## src/rtl/sdrc_bs_convert_pipe_if.sv

```systemverilog
// sdrc_bs_convert_pipe_if: transfer-controller and application-port bundle of the SDRAM bus-width converter
interface sdrc_bs_convert_pipe_if #(
    parameter int APP_DW = 32,
    parameter int SDR_DW = 32
) ();
    localparam int APP_BW = APP_DW / 8;
    localparam int SDR_BW = SDR_DW / 8;
    logic [1:0]        sdr_width;
    logic              x2a_wrstart;
    logic              x2a_wrnext;
    logic              x2a_wrlast;
    logic [SDR_DW-1:0] a2x_wrdt;
    logic [SDR_BW-1:0] a2x_wren_n;
    logic [APP_DW-1:0] app_wr_data;
    logic [APP_BW-1:0] app_wr_en_n;
    logic              app_wr_next;
    logic              app_last_wr;
    logic              x2a_rdstart;
    logic              x2a_rdok;
    logic              x2a_rdlast;
    logic [SDR_DW-1:0] x2a_rddt;
    logic [APP_DW-1:0] app_rd_data;
    logic [APP_BW-1:0] app_rd_be;
    logic              app_rd_last;
    logic              app_rd_valid;
    logic              app_rd_ready;
    logic              rd_overflow;
    modport slave (
        input  sdr_width, x2a_wrstart, x2a_wrnext, x2a_wrlast, app_wr_data, app_wr_en_n,
        input  x2a_rdstart, x2a_rdok, x2a_rdlast, x2a_rddt, app_rd_ready,
        output a2x_wrdt, a2x_wren_n, app_wr_next, app_last_wr,
        output app_rd_data, app_rd_be, app_rd_last, app_rd_valid, rd_overflow
    );
    modport master (
        output sdr_width, x2a_wrstart, x2a_wrnext, x2a_wrlast, app_wr_data, app_wr_en_n,
        output x2a_rdstart, x2a_rdok, x2a_rdlast, x2a_rddt, app_rd_ready,
        input  a2x_wrdt, a2x_wren_n, app_wr_next, app_last_wr,
        input  app_rd_data, app_rd_be, app_rd_last, app_rd_valid, rd_overflow
    );
endinterface

```

## src/rtl/sdrc_bs_convert_pipe.sv

```systemverilog
// sdrc_bs_convert_pipe: run-time lane-width converter between application words and SDRAM lanes,
// with partial-word flush, byte-valid mask and a registered read FIFO.
module sdrc_bs_convert_pipe #(
    parameter int APP_DW        = 32,
    parameter int SDR_DW        = 32,
    parameter int RD_FIFO_DEPTH = 4
) (
    input logic clk,
    input logic reset,
    sdrc_bs_convert_pipe_if.slave bus
);
    localparam int APP_BW = APP_DW / 8;
    localparam int SDR_BW = SDR_DW / 8;
    localparam int AW     = $clog2(RD_FIFO_DEPTH);
    localparam int EW     = APP_DW + APP_BW + 1;

    logic [1:0]        lsh;
    logic [2:0]        last_lane;
    logic [31:0]       lmask32;
    logic [3:0]        bmask4;
    logic [2:0]        wr_lane, rd_lane, lane;
    logic [APP_DW-1:0] asm_q, base, word;
    logic [APP_BW-1:0] mask_q, base_m, mask;
    logic              push, pop, full, wr_en;
    logic [EW-1:0]     mem [RD_FIFO_DEPTH];
    logic [EW-1:0]     entry, head_n;
    logic [AW-1:0]     rptr, wptr, rptr_n;
    logic [AW:0]       cnt, cnt_n;
    logic [APP_DW-1:0] rd_data;
    logic [APP_BW-1:0] rd_be;
    logic              rd_last, rd_valid, overflow;

    // lsh is log2 of the lane width in bytes
    always_comb begin
        lsh       = bus.sdr_width[1] ? 2'd0 : bus.sdr_width[0] ? 2'd1 : 2'd2;
        last_lane = 3'((APP_BW >> lsh) - 1);
        lmask32   = 32'hFFFF_FFFF >> (32 - (8 << lsh));
        bmask4    = 4'hF >> (4 - (1 << lsh));
    end

    assign bus.a2x_wrdt    = SDR_DW'(bus.app_wr_data >> (int'(wr_lane) << (lsh + 3))) & lmask32[SDR_DW-1:0];
    assign bus.a2x_wren_n  = SDR_BW'(bus.app_wr_en_n >> (int'(wr_lane) << lsh)) | ~bmask4[SDR_BW-1:0];
    assign bus.app_wr_next = bus.x2a_wrnext & (wr_lane == last_lane | bus.x2a_wrlast);
    assign bus.app_last_wr = bus.x2a_wrlast;

    always_ff @(posedge clk or posedge reset) begin
        if (reset)
            wr_lane <= '0;
        else if (bus.x2a_wrstart | (bus.x2a_wrnext & bus.x2a_wrlast))
            wr_lane <= '0;
        else if (bus.x2a_wrnext)
            wr_lane <= wr_lane == last_lane ? 3'd0 : wr_lane + 3'd1;
    end

    // A start in the same cycle as a beat wins, so the beat lands in lane 0 of an empty word
    always_comb begin
        lane   = bus.x2a_rdstart ? 3'd0 : rd_lane;
        base   = bus.x2a_rdstart ? '0 : asm_q;
        base_m = bus.x2a_rdstart ? '0 : mask_q;
        word   = base | (APP_DW'(bus.x2a_rddt & lmask32[SDR_DW-1:0]) << (int'(lane) << (lsh + 3)));
        mask   = base_m | (APP_BW'(bmask4) << (int'(lane) << lsh));
        push   = bus.x2a_rdok & (lane == last_lane | bus.x2a_rdlast);
        pop    = rd_valid & bus.app_rd_ready;
        full   = cnt == (AW+1)'(RD_FIFO_DEPTH);
        wr_en  = push & (~full | pop);
        entry  = {word, mask, bus.x2a_rdlast};
        rptr_n = rptr + AW'(pop);
        cnt_n  = cnt + (AW+1)'(wr_en) - (AW+1)'(pop);
        head_n = (wr_en && wptr == rptr_n) ? entry : mem[rptr_n];
    end

    always_ff @(posedge clk) begin
        if (wr_en)
            mem[wptr] <= entry;
    end

    // The assembly register is cleared on every push so unwritten bytes of a partial word read as 0
    always_ff @(posedge clk or posedge reset) begin
        if (reset) begin
            rd_lane  <= '0;
            asm_q    <= '0;
            mask_q   <= '0;
            rptr     <= '0;
            wptr     <= '0;
            cnt      <= '0;
            rd_data  <= '0;
            rd_be    <= '0;
            rd_last  <= 1'b0;
            rd_valid <= 1'b0;
            overflow <= 1'b0;
        end else begin
            if (bus.x2a_rdok) begin
                rd_lane <= push ? 3'd0 : lane + 3'd1;
                asm_q   <= push ? '0 : word;
                mask_q  <= push ? '0 : mask;
            end else if (bus.x2a_rdstart) begin
                rd_lane <= '0;
                asm_q   <= '0;
                mask_q  <= '0;
            end
            rptr                       <= rptr_n;
            wptr                       <= wptr + AW'(wr_en);
            cnt                        <= cnt_n;
            {rd_data, rd_be, rd_last}  <= cnt_n != '0 ? head_n : '0;
            rd_valid                   <= cnt_n != '0;
            overflow                   <= overflow | (push & ~wr_en);
        end
    end

    assign bus.app_rd_data  = rd_data;
    assign bus.app_rd_be    = rd_be;
    assign bus.app_rd_last  = rd_last;
    assign bus.app_rd_valid = rd_valid;
    assign bus.rd_overflow  = overflow;
endmodule

```

## src/flat_wrapper.sv

```systemverilog
// flat-port wrapper written by rule: the top's interface ports become plain ports
module sdrc_bs_convert_pipe_flat 
#(
    parameter int APP_DW        = 32,
    parameter int SDR_DW        = 32,
    parameter int RD_FIFO_DEPTH = 4
)
  (clk, reset, bus_sdr_width, bus_x2a_wrstart, bus_x2a_wrnext, bus_x2a_wrlast, bus_app_wr_data, bus_app_wr_en_n, bus_x2a_rdstart, bus_x2a_rdok, bus_x2a_rdlast, bus_x2a_rddt, bus_app_rd_ready, bus_a2x_wrdt, bus_a2x_wren_n, bus_app_wr_next, bus_app_last_wr, bus_app_rd_data, bus_app_rd_be, bus_app_rd_last, bus_app_rd_valid, bus_rd_overflow);
  sdrc_bs_convert_pipe_if #(.APP_DW(APP_DW), .SDR_DW(SDR_DW)) bus_i ();
  input logic clk;
  input logic reset;
  input wire logic [$bits(bus_i.sdr_width)-1:0] bus_sdr_width;
  input wire logic [$bits(bus_i.x2a_wrstart)-1:0] bus_x2a_wrstart;
  input wire logic [$bits(bus_i.x2a_wrnext)-1:0] bus_x2a_wrnext;
  input wire logic [$bits(bus_i.x2a_wrlast)-1:0] bus_x2a_wrlast;
  input wire logic [$bits(bus_i.app_wr_data)-1:0] bus_app_wr_data;
  input wire logic [$bits(bus_i.app_wr_en_n)-1:0] bus_app_wr_en_n;
  input wire logic [$bits(bus_i.x2a_rdstart)-1:0] bus_x2a_rdstart;
  input wire logic [$bits(bus_i.x2a_rdok)-1:0] bus_x2a_rdok;
  input wire logic [$bits(bus_i.x2a_rdlast)-1:0] bus_x2a_rdlast;
  input wire logic [$bits(bus_i.x2a_rddt)-1:0] bus_x2a_rddt;
  input wire logic [$bits(bus_i.app_rd_ready)-1:0] bus_app_rd_ready;
  output wire logic [$bits(bus_i.a2x_wrdt)-1:0] bus_a2x_wrdt;
  output wire logic [$bits(bus_i.a2x_wren_n)-1:0] bus_a2x_wren_n;
  output wire logic [$bits(bus_i.app_wr_next)-1:0] bus_app_wr_next;
  output wire logic [$bits(bus_i.app_last_wr)-1:0] bus_app_last_wr;
  output wire logic [$bits(bus_i.app_rd_data)-1:0] bus_app_rd_data;
  output wire logic [$bits(bus_i.app_rd_be)-1:0] bus_app_rd_be;
  output wire logic [$bits(bus_i.app_rd_last)-1:0] bus_app_rd_last;
  output wire logic [$bits(bus_i.app_rd_valid)-1:0] bus_app_rd_valid;
  output wire logic [$bits(bus_i.rd_overflow)-1:0] bus_rd_overflow;
  assign bus_i.sdr_width = bus_sdr_width;
  assign bus_i.x2a_wrstart = bus_x2a_wrstart;
  assign bus_i.x2a_wrnext = bus_x2a_wrnext;
  assign bus_i.x2a_wrlast = bus_x2a_wrlast;
  assign bus_i.app_wr_data = bus_app_wr_data;
  assign bus_i.app_wr_en_n = bus_app_wr_en_n;
  assign bus_i.x2a_rdstart = bus_x2a_rdstart;
  assign bus_i.x2a_rdok = bus_x2a_rdok;
  assign bus_i.x2a_rdlast = bus_x2a_rdlast;
  assign bus_i.x2a_rddt = bus_x2a_rddt;
  assign bus_i.app_rd_ready = bus_app_rd_ready;
  assign bus_a2x_wrdt = bus_i.a2x_wrdt;
  assign bus_a2x_wren_n = bus_i.a2x_wren_n;
  assign bus_app_wr_next = bus_i.app_wr_next;
  assign bus_app_last_wr = bus_i.app_last_wr;
  assign bus_app_rd_data = bus_i.app_rd_data;
  assign bus_app_rd_be = bus_i.app_rd_be;
  assign bus_app_rd_last = bus_i.app_rd_last;
  assign bus_app_rd_valid = bus_i.app_rd_valid;
  assign bus_rd_overflow = bus_i.rd_overflow;
  sdrc_bs_convert_pipe #(.APP_DW(APP_DW), .SDR_DW(SDR_DW), .RD_FIFO_DEPTH(RD_FIFO_DEPTH)) u_core (.clk(clk), .reset(reset), .bus(bus_i));
endmodule
```

## config.mk

```make
export PLATFORM = sky130hd
export DESIGN_NAME = sdrc_bs_convert_pipe_flat
export DESIGN_NICKNAME = d
export VERILOG_FILES = /design/src/rtl/sdrc_bs_convert_pipe_if.sv /design/src/rtl/sdrc_bs_convert_pipe.sv /design/src/flat_wrapper.sv
export SDC_FILE = /design/constraint.sdc
export NUM_CORES = 1
export LEC_CHECK = 0
export ABC_AREA = 1
export BUFFER_PORTS_ARGS = -buffer_cell sky130_fd_sc_hd__clkbuf_2
export CORE_MARGIN = 2
export CORE_UTILIZATION = 40
export DETAILED_ROUTE_END_ITERATION = 7
export PLACE_DENSITY = 0.58
export SLEW_MARGIN = 20
export SYNTH_ARGS = -nofsm -noshare
export SYNTH_HDL_FRONTEND = slang
export SYNTH_SLANG_ARGS = --single-unit
```

## constraint.sdc

```tcl
create_clock -name clk -period 4.4 [get_ports clk]
set_clock_uncertainty 0.2 [all_clocks]
set_input_delay 0.22 -clock clk [delete_from_list [all_inputs] [get_ports clk]]
set_output_delay 0.22 -clock clk [all_outputs]
set_load 0.02 [all_outputs]
```

==> parameters.txt, run 1 <==
Parameter                              Value

Yosys
  Sequential area share after synthesis ... 47.3%
  Count of different cell masters after synthesis ... between 40 and 50
  Cell type with the highest aggregate area in the netlist ... sky130_fd_sc_hd__edfxtp_1
  Synth top area share ... 31.6%
  Post-synth top cells ... sky130_fd_sc_hd__nand2_1, sky130_fd_sc_hd__nand3_1, sky130_fd_sc_hd__edfxtp_1
  Number of enable flip-flop cells after synthesis ... about 150
  Post-Syn Area ... 14100 um2
  Cell with the most instances after synthesis ... sky130_fd_sc_hd__nand2_1
  Dominant synthesized flop cell ... sky130_fd_sc_hd__edfxtp_1
  Total of warnings raised by yosys ... 0
  Fraction of synthesis flops using an asynchronous set or reset pin ... 37.3%
  Top area cells in the synthesized netlist ... sky130_fd_sc_hd__edfxtp_1, sky130_fd_sc_hd__dfrtp_1, sky130_fd_sc_hd__nand3_1
  Flops & latches, synth ... 236
  Net Count, Synth ... 1811
  Gate Count Post-Synth ... 1721
  Mapped Avg Cell Area ... 8.17 um2

Hold path
  Origin of the worst min-delay path ... bus_x2a_rdok
  Worst hold stages ... 4
  Worst min-delay path endpoint ... u_core.wptr[0]$_DFF_PP0_
  Hold crit path type ... in -> reg

STA
  Max_slew headroom ... about two fifths
  Final Hold Fails ... 0
  Total negative setup slack ... 0 ns
  Hold WS ... about 0.059 ns
  Setup repair after global routing missed its margin ... false
  Setup violations, final ... 0
  Final worst path period share ... 92.2%
  Max frequency ... between 200 and 250 MHz
  Max-slew violation count ... 0
  Slew @ Worst Pin ... roughly 0.88 ns
  Min Tclk post-route ... approximately 4.1 ns

Global route
  Largest net degree at the start of global routing ... 64
  Number of antenna violations at the first check in global routing ... 1
  Number of global-route vias before repair ... between 10000 and 15000
  Aggregate global routing overflow ... 0
  GRT Util Overall ... 22.3%
  Wire length of the first global-routing pass ... around 65000 um

Final layout
  Non-filler cells, final ... 2318
  Number of nets in the final layout ... 1933
  Share of final-layout standard cells stronger than drive strength 1 ... between 10% and 20%
  Finished Core Util ... 46.8%
  Fill cell instance count of the final layout ... approximately 3500
  Area delta synth->final ... 14.9%

Placement
  Detail Placement HPWL ... 28700 um
  Number of input and output port buffers inserted ... about 160
  Post-Place Cells ... between 2000 and 2500
  Routability cong. ... 0.909

Die
  Die Outline Area ... 36700 um2
  Die outline height ... 192 um
  Area of the core ... 34500 um2
  Starting utilization of the core area ... between 40 and 50%
  Number of top-level pins ... 156
  Row cnt ... between 60 and 70
  Die width ... 192 um

Pwr
  Switching power as a share of total power ... 38.7%
  Largest voltage drop on the vdd net ... 405 uV
  Portion of total power attributed to sequential cells ... about a third
  PwrDens ... about 540 nW/um2
  Sw Pwr ... 3.37 mW
  Leakage power summed over all cells ... 7.33 nW
  Portion of total power attributed to combinational logic ... 42.6%
  Sum of internal, switching and leakage power ... 8.70 mW
  Cell Int Power ... 5.33 mW
  Clk network pwr share ... between 20% and 30%

CTS
  Clock H-tree levels ... 1
  Clock slew at reported path FFs ... 0.06 ns
  Max Root-Sink Buffers ... 3
  Buffer type at the clock tree root ... sky130_fd_sc_hd__clkbuf_16
  Post-CTS repair timing setup buffer count ... 0
  CTS tree ... done
  Sinks on the clock net ... 236
  Number of buffers inserted during clock tree synthesis ... 25
  Insertion delay to the later sink of the worst-skew pair ... 0.51 ns

Route
  DRC violation count after routing ... 0
  Aggregate routed wire length ... 40800 um
  Detail-routed net length per standard cell ... 17.6 um
  Starting DRC count in detailed routing ... 1143
  Vias/cell ... 5.38
  Post-route ant nets ... 0
  Number of vias in the routed layout ... 12472
  First-pass iteration count of the detailed router ... 5

Critical path
  Number of cells on the worst reg-to-reg path ... 21
  R2R Path End ... u_core.bus.app_rd_be[2]$_DFF_PP0_
  R2r setup slk ... 0.83 ns
  Reg-to-reg critical path startpoint ... u_core.rd_lane[0]$_DFF_PP0_
  Class of the most critical setup path ... in -> out
  Data arrival time of the critical path ... 3.64 ns
  Largest driver fanout on the critical path ... 24
  Kind of end point of the critical path ... primary output
  Launching element type of the critical path ... primary input
  Critical Path RT ... ~4.0 ns

Job
  Number of max-cap violations ... 0

Run status
  Result of the run ... completed
final cells by class:
cell class,instances,area (um2),share of cell area [%]
clock buffers,37,711,4.40
inverters,122,462,2.86
multi-input cells,1257,6530,40.4
repair buffers,201,1190,7.36
flip-flops and latches,236,6650,41.1
clock inverters,9,50.0,0.310
diodes,1,2.50,0.0155
well taps,455,569,3.52
stage by stage:
stage | area [um2] | worst slack (ns)
after floorplan | 14100 | 0.126
after global placement | 15300 | 0.408
final | 16200 | 0.341
after global routing | 16200 | 0.00807
after CTS | 16100 | 0.319
after detailed placement | 15300 | 0.331
kinds of logic after synthesis:
kind of cell	count (synthesis)	synth area share, %
AO/OA/AOI/OAI	221	8.72
XOR/XNOR	10	0.623
adder cells (fa/ha/maj)	11	1.03
buffers and inverters	228	6.78
flip-flops	236	47.3
multiplexers	74	5.60
AND/OR/NAND/NOR	941	30.0
per-layer routing:
layer | global-route usage [%] | vias to the layer above | wire length (um) | share of wire, %
met5 | 0 | - | 0 | 0
met2 | 34.2 | 417 | 18000 | 44
met1 | 34.4 | 5875 | 20000 | 49
met3 | 1.87 | 34 | 2160 | 5.3
met4 | 3.88 | 0 | 579 | 1.4
li1 | - | 6146 | - | -
power by group through the flow:
stage	Combinational (mW)	Sequential (mW)	Clock, mW
3_3_place_gp	3.68	3.10	0
2_1_floorplan	2.39	3.29	0
3_5_place_dp	3.71	3.11	0
6_report	3.70	3.06	1.93
4_1_cts	3.73	3.06	1.97
5_1_grt	4.14	3.09	2.07
worst max-delay path by stage:
stage	from	endpoint	slack (ns)	depth (start not counted)
3_3_place_gp	bus_sdr_width[1]	bus_a2x_wrdt[29]	0.41	12
2_1_floorplan	bus_sdr_width[1]	u_core.mem[0][0]$_DFFE_PP_	0.13	13
4_1_cts	bus_sdr_width[1]	bus_a2x_wrdt[27]	0.32	12
6_report	bus_sdr_width[1]	bus_a2x_wrdt[13]	0.34	16
3_5_place_dp	bus_sdr_width[1]	bus_a2x_wrdt[27]	0.33	12
5_1_grt	bus_sdr_width[1]	bus_a2x_wrdt[8]	0.008	19
placed cells by master (no fill, tap or decap), types with 2 or more instances in the layout:
cell type,Yosys,layout
sky130_fd_sc_hd__dlygate4sd3_1,0,7
sky130_fd_sc_hd__nand3_2,8,9
sky130_fd_sc_hd__nand2_2,14,14
sky130_fd_sc_hd__buf_12,0,4
sky130_fd_sc_hd__o21ai_4,2,2
sky130_fd_sc_hd__nor2_1,91,86
sky130_fd_sc_hd__a21oi_1,72,72
sky130_fd_sc_hd__o21ai_0,93,93
sky130_fd_sc_hd__inv_2,6,6
sky130_fd_sc_hd__xor2_1,4,4
sky130_fd_sc_hd__clkbuf_8,0,4
sky130_fd_sc_hd__clkbuf_16,0,25
sky130_fd_sc_hd__nor3_1,7,6
sky130_fd_sc_hd__clkinv_1,4,8
sky130_fd_sc_hd__o21ai_1,21,21
sky130_fd_sc_hd__buf_4,3,35
sky130_fd_sc_hd__nor2_2,6,7
sky130_fd_sc_hd__a31oi_1,5,5
sky130_fd_sc_hd__o21ai_2,7,7
sky130_fd_sc_hd__a31o_2,2,2
sky130_fd_sc_hd__clkbuf_1,57,8
sky130_fd_sc_hd__nand3_1,383,382
sky130_fd_sc_hd__mux2i_1,37,37
sky130_fd_sc_hd__dfrtp_1,88,88
sky130_fd_sc_hd__clkbuf_2,0,155
sky130_fd_sc_hd__nor2_4,1,5
sky130_fd_sc_hd__xnor2_1,6,5
sky130_fd_sc_hd__edfxtp_1,148,148
sky130_fd_sc_hd__a21oi_2,2,2
sky130_fd_sc_hd__nand4_1,17,17
sky130_fd_sc_hd__ha_1,10,9
sky130_fd_sc_hd__mux2_2,37,37
sky130_fd_sc_hd__inv_1,111,110
sky130_fd_sc_hd__clkinv_2,1,3
sky130_fd_sc_hd__or2_2,2,2
sky130_fd_sc_hd__o21a_1,7,7
sky130_fd_sc_hd__nand2_1,407,407
sky130_fd_sc_hd__a21boi_1,3,3
flip-flops by register name, summed over array words and instances, names as in the netlist:
| register | flops |
|---|---|
| u_core.mem | 148 |
| u_core.asm_q | 32 |
| u_core.bus.app_rd_data | 32 |
| u_core.bus.app_rd_be | 4 |
| u_core.mask_q | 4 |
| u_core.cnt | 3 |
| u_core.rd_lane | 3 |
| u_core.wr_lane | 3 |
| u_core.rptr | 2 |
| u_core.wptr | 2 |
| u_core.bus.app_rd_last | 1 |
| u_core.bus.app_rd_valid | 1 |
| u_core.bus.rd_overflow | 1 |
worst max-delay path, cell delays in order:
cell and delay (ns):
sky130_fd_sc_hd__clkbuf_2 0.13, sky130_fd_sc_hd__nor2_1 0.35, sky130_fd_sc_hd__inv_1 0.20, sky130_fd_sc_hd__ha_1 0.36, sky130_fd_sc_hd__buf_4 0.27, sky130_fd_sc_hd__nor3_1 0.15
sky130_fd_sc_hd__o21ai_4 0.58, sky130_fd_sc_hd__nand2_2 0.20, sky130_fd_sc_hd__nor3_1 0.29, sky130_fd_sc_hd__nand2_1 0.14, sky130_fd_sc_hd__a21oi_2 0.18, sky130_fd_sc_hd__nand2_1 0.09
sky130_fd_sc_hd__nand2_1 0.08, sky130_fd_sc_hd__nand2_1 0.07, sky130_fd_sc_hd__a21oi_1 0.12, sky130_fd_sc_hd__clkbuf_2 0.19
repair_timing:
action | 4_1_cts | 5_1_grt
hold endpoints to repair | 72 | 0
setup endpoints to repair | 0 | 20
resized for setup | 0 | 1
hold buffers | 7 | 0
No activity file was read; power rests on OpenSTA's default activity.
==> inputs of run 2 (changes only) <==
--- a/config.mk
+++ b/config.mk
@@ -5,7 +5,6 @@
 export SDC_FILE = /design/constraint.sdc
 export NUM_CORES = 1
 export LEC_CHECK = 0
-export ABC_AREA = 1
 export BUFFER_PORTS_ARGS = -buffer_cell sky130_fd_sc_hd__clkbuf_2
 export CORE_MARGIN = 2
 export CORE_UTILIZATION = 40
==> run 2 against run 1 <==
Compared with the run above:
- non-clock buffer count grew 56
- via count shrank 7.3%
- synthesized cell count shrank 25%
- combinational power shrank 16%
- synthesized area shrank 1.2%
- hold slack gained 0.11 ns
- critical endpoint is now bus_a2x_wrdt[19]
- largest power group unchanged
- wire length grew 2.8%
==> parameters.txt, run 2 <==
Parameter                              Value

Run status
  Result of the run ... completed

STA
  Slew @ Worst Pin ... 0.876 ns (-0.00339 ns)
  Final Hold Fails ... 0 (unchanged)
  Total negative setup slack ... 0 ns (unchanged)
  Max-slew violation count ... 0 (unchanged)
  Setup repair after global routing missed its margin ... false
  Final worst path period share ... 91.8% (-0.50 points)
  Max frequency ... 248 MHz (+0.54%)
  Max_slew headroom ... 41.6% (+0.19 points)
  Min Tclk post-route ... 4.04 ns (-0.0219 ns)
  Setup violations, final ... 0 (unchanged)
  Final worst setup slack ... 0.363 ns (+0.0219 ns)

Die
  Area of the core ... 34400 um2 (-0.49%)
  Die Outline Area ... 36300 um2 (-1.2%)
  Die width ... 190 um (-0.58%)
  Starting utilization of the core area ... 40.4% (-0.28 points)
  Row cnt ... 68 (unchanged)
  Number of top-level pins ... 156 (unchanged)
  Die outline height ... 190 um (-0.58%)

Yosys
  Synth top area share ... 32.0% (+0.38 points)
  Gate Count Post-Synth ... 1286 (-25%)
  Sequential area share after synthesis ... 47.8% (+0.56 points)
  Number of enable flip-flop cells after synthesis ... 148 (unchanged)
  Post-Syn Area ... 13900 um2 (-1.2%)
  Dominant synthesized flop cell ... sky130_fd_sc_hd__edfxtp_1
  Net Count, Synth ... 1376 (-24%)
  Post-synth top cells ... sky130_fd_sc_hd__edfxtp_1, sky130_fd_sc_hd__nand2_1, sky130_fd_sc_hd__dfrtp_1
  Flops & latches, synth ... 236 (unchanged)
  Total of warnings raised by yosys ... 0 (unchanged)
  Count of different cell masters after synthesis ... 101 (+110%)
  Cell type with the highest aggregate area in the netlist ... sky130_fd_sc_hd__edfxtp_1
  Fraction of synthesis flops using an asynchronous set or reset pin ... 37.3% (unchanged)
  Cell with the most instances after synthesis ... sky130_fd_sc_hd__edfxtp_1
  Mapped Avg Cell Area ... 10.8 um2 (+32%)
  Top area cells in the synthesized netlist ... sky130_fd_sc_hd__edfxtp_1, sky130_fd_sc_hd__dfrtp_1, sky130_fd_sc_hd__mux4_2

Global route
  GRT Util Overall ... 23.0% (+0.78 points)
  Number of global-route vias before repair ... 11140 (-4.7%)
  Largest net degree at the start of global routing ... 57 (-11%)
  Aggregate global routing overflow ... 0 (unchanged)
  Wire length of the first global-routing pass ... 65300 um (+0.91%)
  Number of antenna violations at the first check in global routing ... 1 (unchanged)

Critical path
  Class of the most critical setup path ... reg -> out
  Data arrival time of the critical path ... 3.62 ns (-0.02 ns)
  Largest driver fanout on the critical path ... 14 (-42%)
  Launching element type of the critical path ... flip-flop
  R2r setup slk ... 0.55 ns (-0.28 ns)
  Critical Path RT ... 3.98 ns (about the same)
  Kind of end point of the critical path ... primary output

CTS
  Clock slew at reported path FFs ... 0.06 ns (about the same)
  Clock H-tree levels ... 1 (unchanged)
  Max Root-Sink Buffers ... 3 (unchanged)
  Buffer type at the clock tree root ... sky130_fd_sc_hd__clkbuf_16
  Post-CTS repair timing setup buffer count ... 0 (unchanged)
  Number of gates given a new drive strength after cts ... 0 (unchanged)
  Sinks on the clock net ... 236 (unchanged)
  CTS tree ... done
  Number of buffers inserted during clock tree synthesis ... 25 (unchanged)
  Insertion delay to the later sink of the worst-skew pair ... 0.52 ns (about the same)

Route
  DRC violation count after routing ... 0 (unchanged)
  Post-route ant nets ... 0 (unchanged)
  First-pass iteration count of the detailed router ... 5 (unchanged)
  Aggregate routed wire length ... 41900 um (+2.8%)
  Detail-routed net length per standard cell ... 21.6 um (+23%)
  Vias/cell ... 5.95 (+11%)
  Number of vias in the routed layout ... 11560 (-7.3%)
  Starting DRC count in detailed routing ... 1076 (-5.9%)

Pwr
  Clk network pwr share ... 24.5% (+2.3 points)
  Switching power as a share of total power ... 34.9% (-3.8 points)
  Portion of total power attributed to sequential cells ... 37.2% (+2.0 points)
  Sw Pwr ... 2.84 mW (-16%)
  Largest voltage drop on the vdd net ... 483 uV (+19%)
  Leakage power summed over all cells ... 6.57 nW (-10%)
  Portion of total power attributed to combinational logic ... 38.3% (-4.3 points)
  PwrDens ... 497 nW/um2 (-7.7%)
  Sum of internal, switching and leakage power ... 8.14 mW (-6.4%)
  Cell Int Power ... 5.30 mW (-0.55%)

Final layout
  Area occupied by registers ... 6650 um2 (unchanged)
  Area delta synth->final ... 17.9%
  Top register by number of flip-flops ... u_core.mem
  Top library cells by usage in the layout, fill and taps aside ... sky130_fd_sc_hd__clkbuf_2, sky130_fd_sc_hd__edfxtp_1, sky130_fd_sc_hd__nand2_1, sky130_fd_sc_hd__buf_4, sky130_fd_sc_hd__dfrtp_1
  Non-filler cells, final ... 1944 (-16%)
  Share of final-layout standard cells stronger than drive strength 1 ... 26.1% (+8.3 points)
  Final design instance area without fill ... 16400 um2 (+1.4%)
  Area occupied by multi-input gates ... 6650 um2 (+1.8%)
  Fill cell instance count of the final layout ... 3248 (-7.1%)
  Flip-flop count of the largest register, all copies and words added ... 148 (unchanged)
  Number of nets in the final layout ... 1561 (-19%)
  Commonest non-fill, non-tap cell in the layout ... sky130_fd_sc_hd__clkbuf_2
  Antenna diode count ... 0 (-1)

Placement
  Routability cong. ... 0.913 (+0.50%)
  Post-Place Cells ... 1891 (-16%)
  Post-place setup slack ... 0.163 ns (-0.168 ns)
  Number of input and output port buffers inserted ... 155 (unchanged)
  Total placed instance area ... 15500 um2 (+1.4%)
  Detail Placement HPWL ... 30500 um (+6.3%)

Hold path
  Hold crit path type ... in -> async

Job
  Number of max-cap violations ... 0 (unchanged)
==> run 2: power groups by stage <==
stage	clock (mW)	sequential, mW	combinational [mW]
2_1_floorplan	0	3.23	1.92
3_5_place_dp	0	3.08	3.13
6_report	2.00	3.03	3.12
3_3_place_gp	0	3.07	3.10
5_1_grt	2.12	3.06	3.42
4_1_cts	2.03	3.03	3.15
==> run 2: critical path, cell delays in order (launching register included) <==
cell and delay [ns]:
sky130_fd_sc_hd__dfrtp_1 0.53, sky130_fd_sc_hd__inv_1 0.27, sky130_fd_sc_hd__a2bb2oi_1 0.19, sky130_fd_sc_hd__a2bb2oi_1 0.25, sky130_fd_sc_hd__and2_0 0.61, sky130_fd_sc_hd__nand4_1 0.36
sky130_fd_sc_hd__o21ba_2 0.32, sky130_fd_sc_hd__a21oi_1 0.22, sky130_fd_sc_hd__nor2b_1 0.16, sky130_fd_sc_hd__clkbuf_2 0.18
==> run 2: kinds of logic (layout without fill, tap and decap cells) <==
family / count (synthesis) / after routing / share of synthesized area [%]
DFF: 236 / 236 / 47.8
AOI/OAI and AO/OA: 358 / 358 / 17.7
muxes: 121 / 121 / 12.9
buffers and inverters: 137 / 340 / 4.81
xor gates and xnor gates: 11 / 11 / 0.693
adders and majority gates: 11 / 11 / 1.04
and+or+nand+nor: 412 / 412 / 15.0
==> run 2: path summary, 6_finish.rpt <==
path	startpoint	to	cells after the start
worst max-delay path	u_core.wr_lane[0]$_DFFE_PP0P_	bus_a2x_wrdt[19]	9
worst min-delay path	reset	u_core.wr_lane[1]$_DFFE_PP0P_	3
worst max register to register	u_core.rd_lane[2]$_DFF_PP0_	u_core.bus.app_rd_data[29]$_DFF_PP0_	17
worst min register to register	u_core.bus.rd_overflow$_DFF_PP0_	u_core.bus.rd_overflow$_DFF_PP0_	1
max in group asynchronous	reset	u_core.asm_q[14]$_DFF_PP0_	4
min in group clk	bus_x2a_rdstart	u_core.rd_lane[0]$_DFF_PP0_	3
==> run 2: layout make-up <==
class / instances / area share (%)
clock buffers: 41 / 4.38
clock inverters: 4 / 0.336
inverters: 38 / 0.916
multi-input cells: 913 / 40.6
flip-flops and latches: 236 / 40.6
well taps: 455 / 3.47
repair buffers: 257 / 9.76
==> run 2: metal layers <==
layer | global-route usage, % | vias to the layer above | share of wire (%) | routed length [um]
met4 | 4.38 | 2 | 1.4 | 605
met2 | 36.5 | 466 | 46 | 19300
li1 | - | 5318 | - | -
met5 | 0 | - | 0.031 | 13
met3 | 3.02 | 57 | 6.6 | 2770
met1 | 34.0 | 5717 | 46 | 19300
==> run 2: what timing repair did <==
action / CTS / global route
hold buffers: 8 / 0
endpoints found under the hold margin: 68 / 0
setup endpoints to repair: 0 / 0
==> run 2: per-stage QoR <==
step | utilization, % | hold slack (ns)
finish | 47.7 | 0.167
detailed placement | 45.2 | 0.204
CTS | 47.7 | 0.148
global placement | 45.2 | 0.199
global route | 47.7 | 0.204
floorplan | - | 0.0831
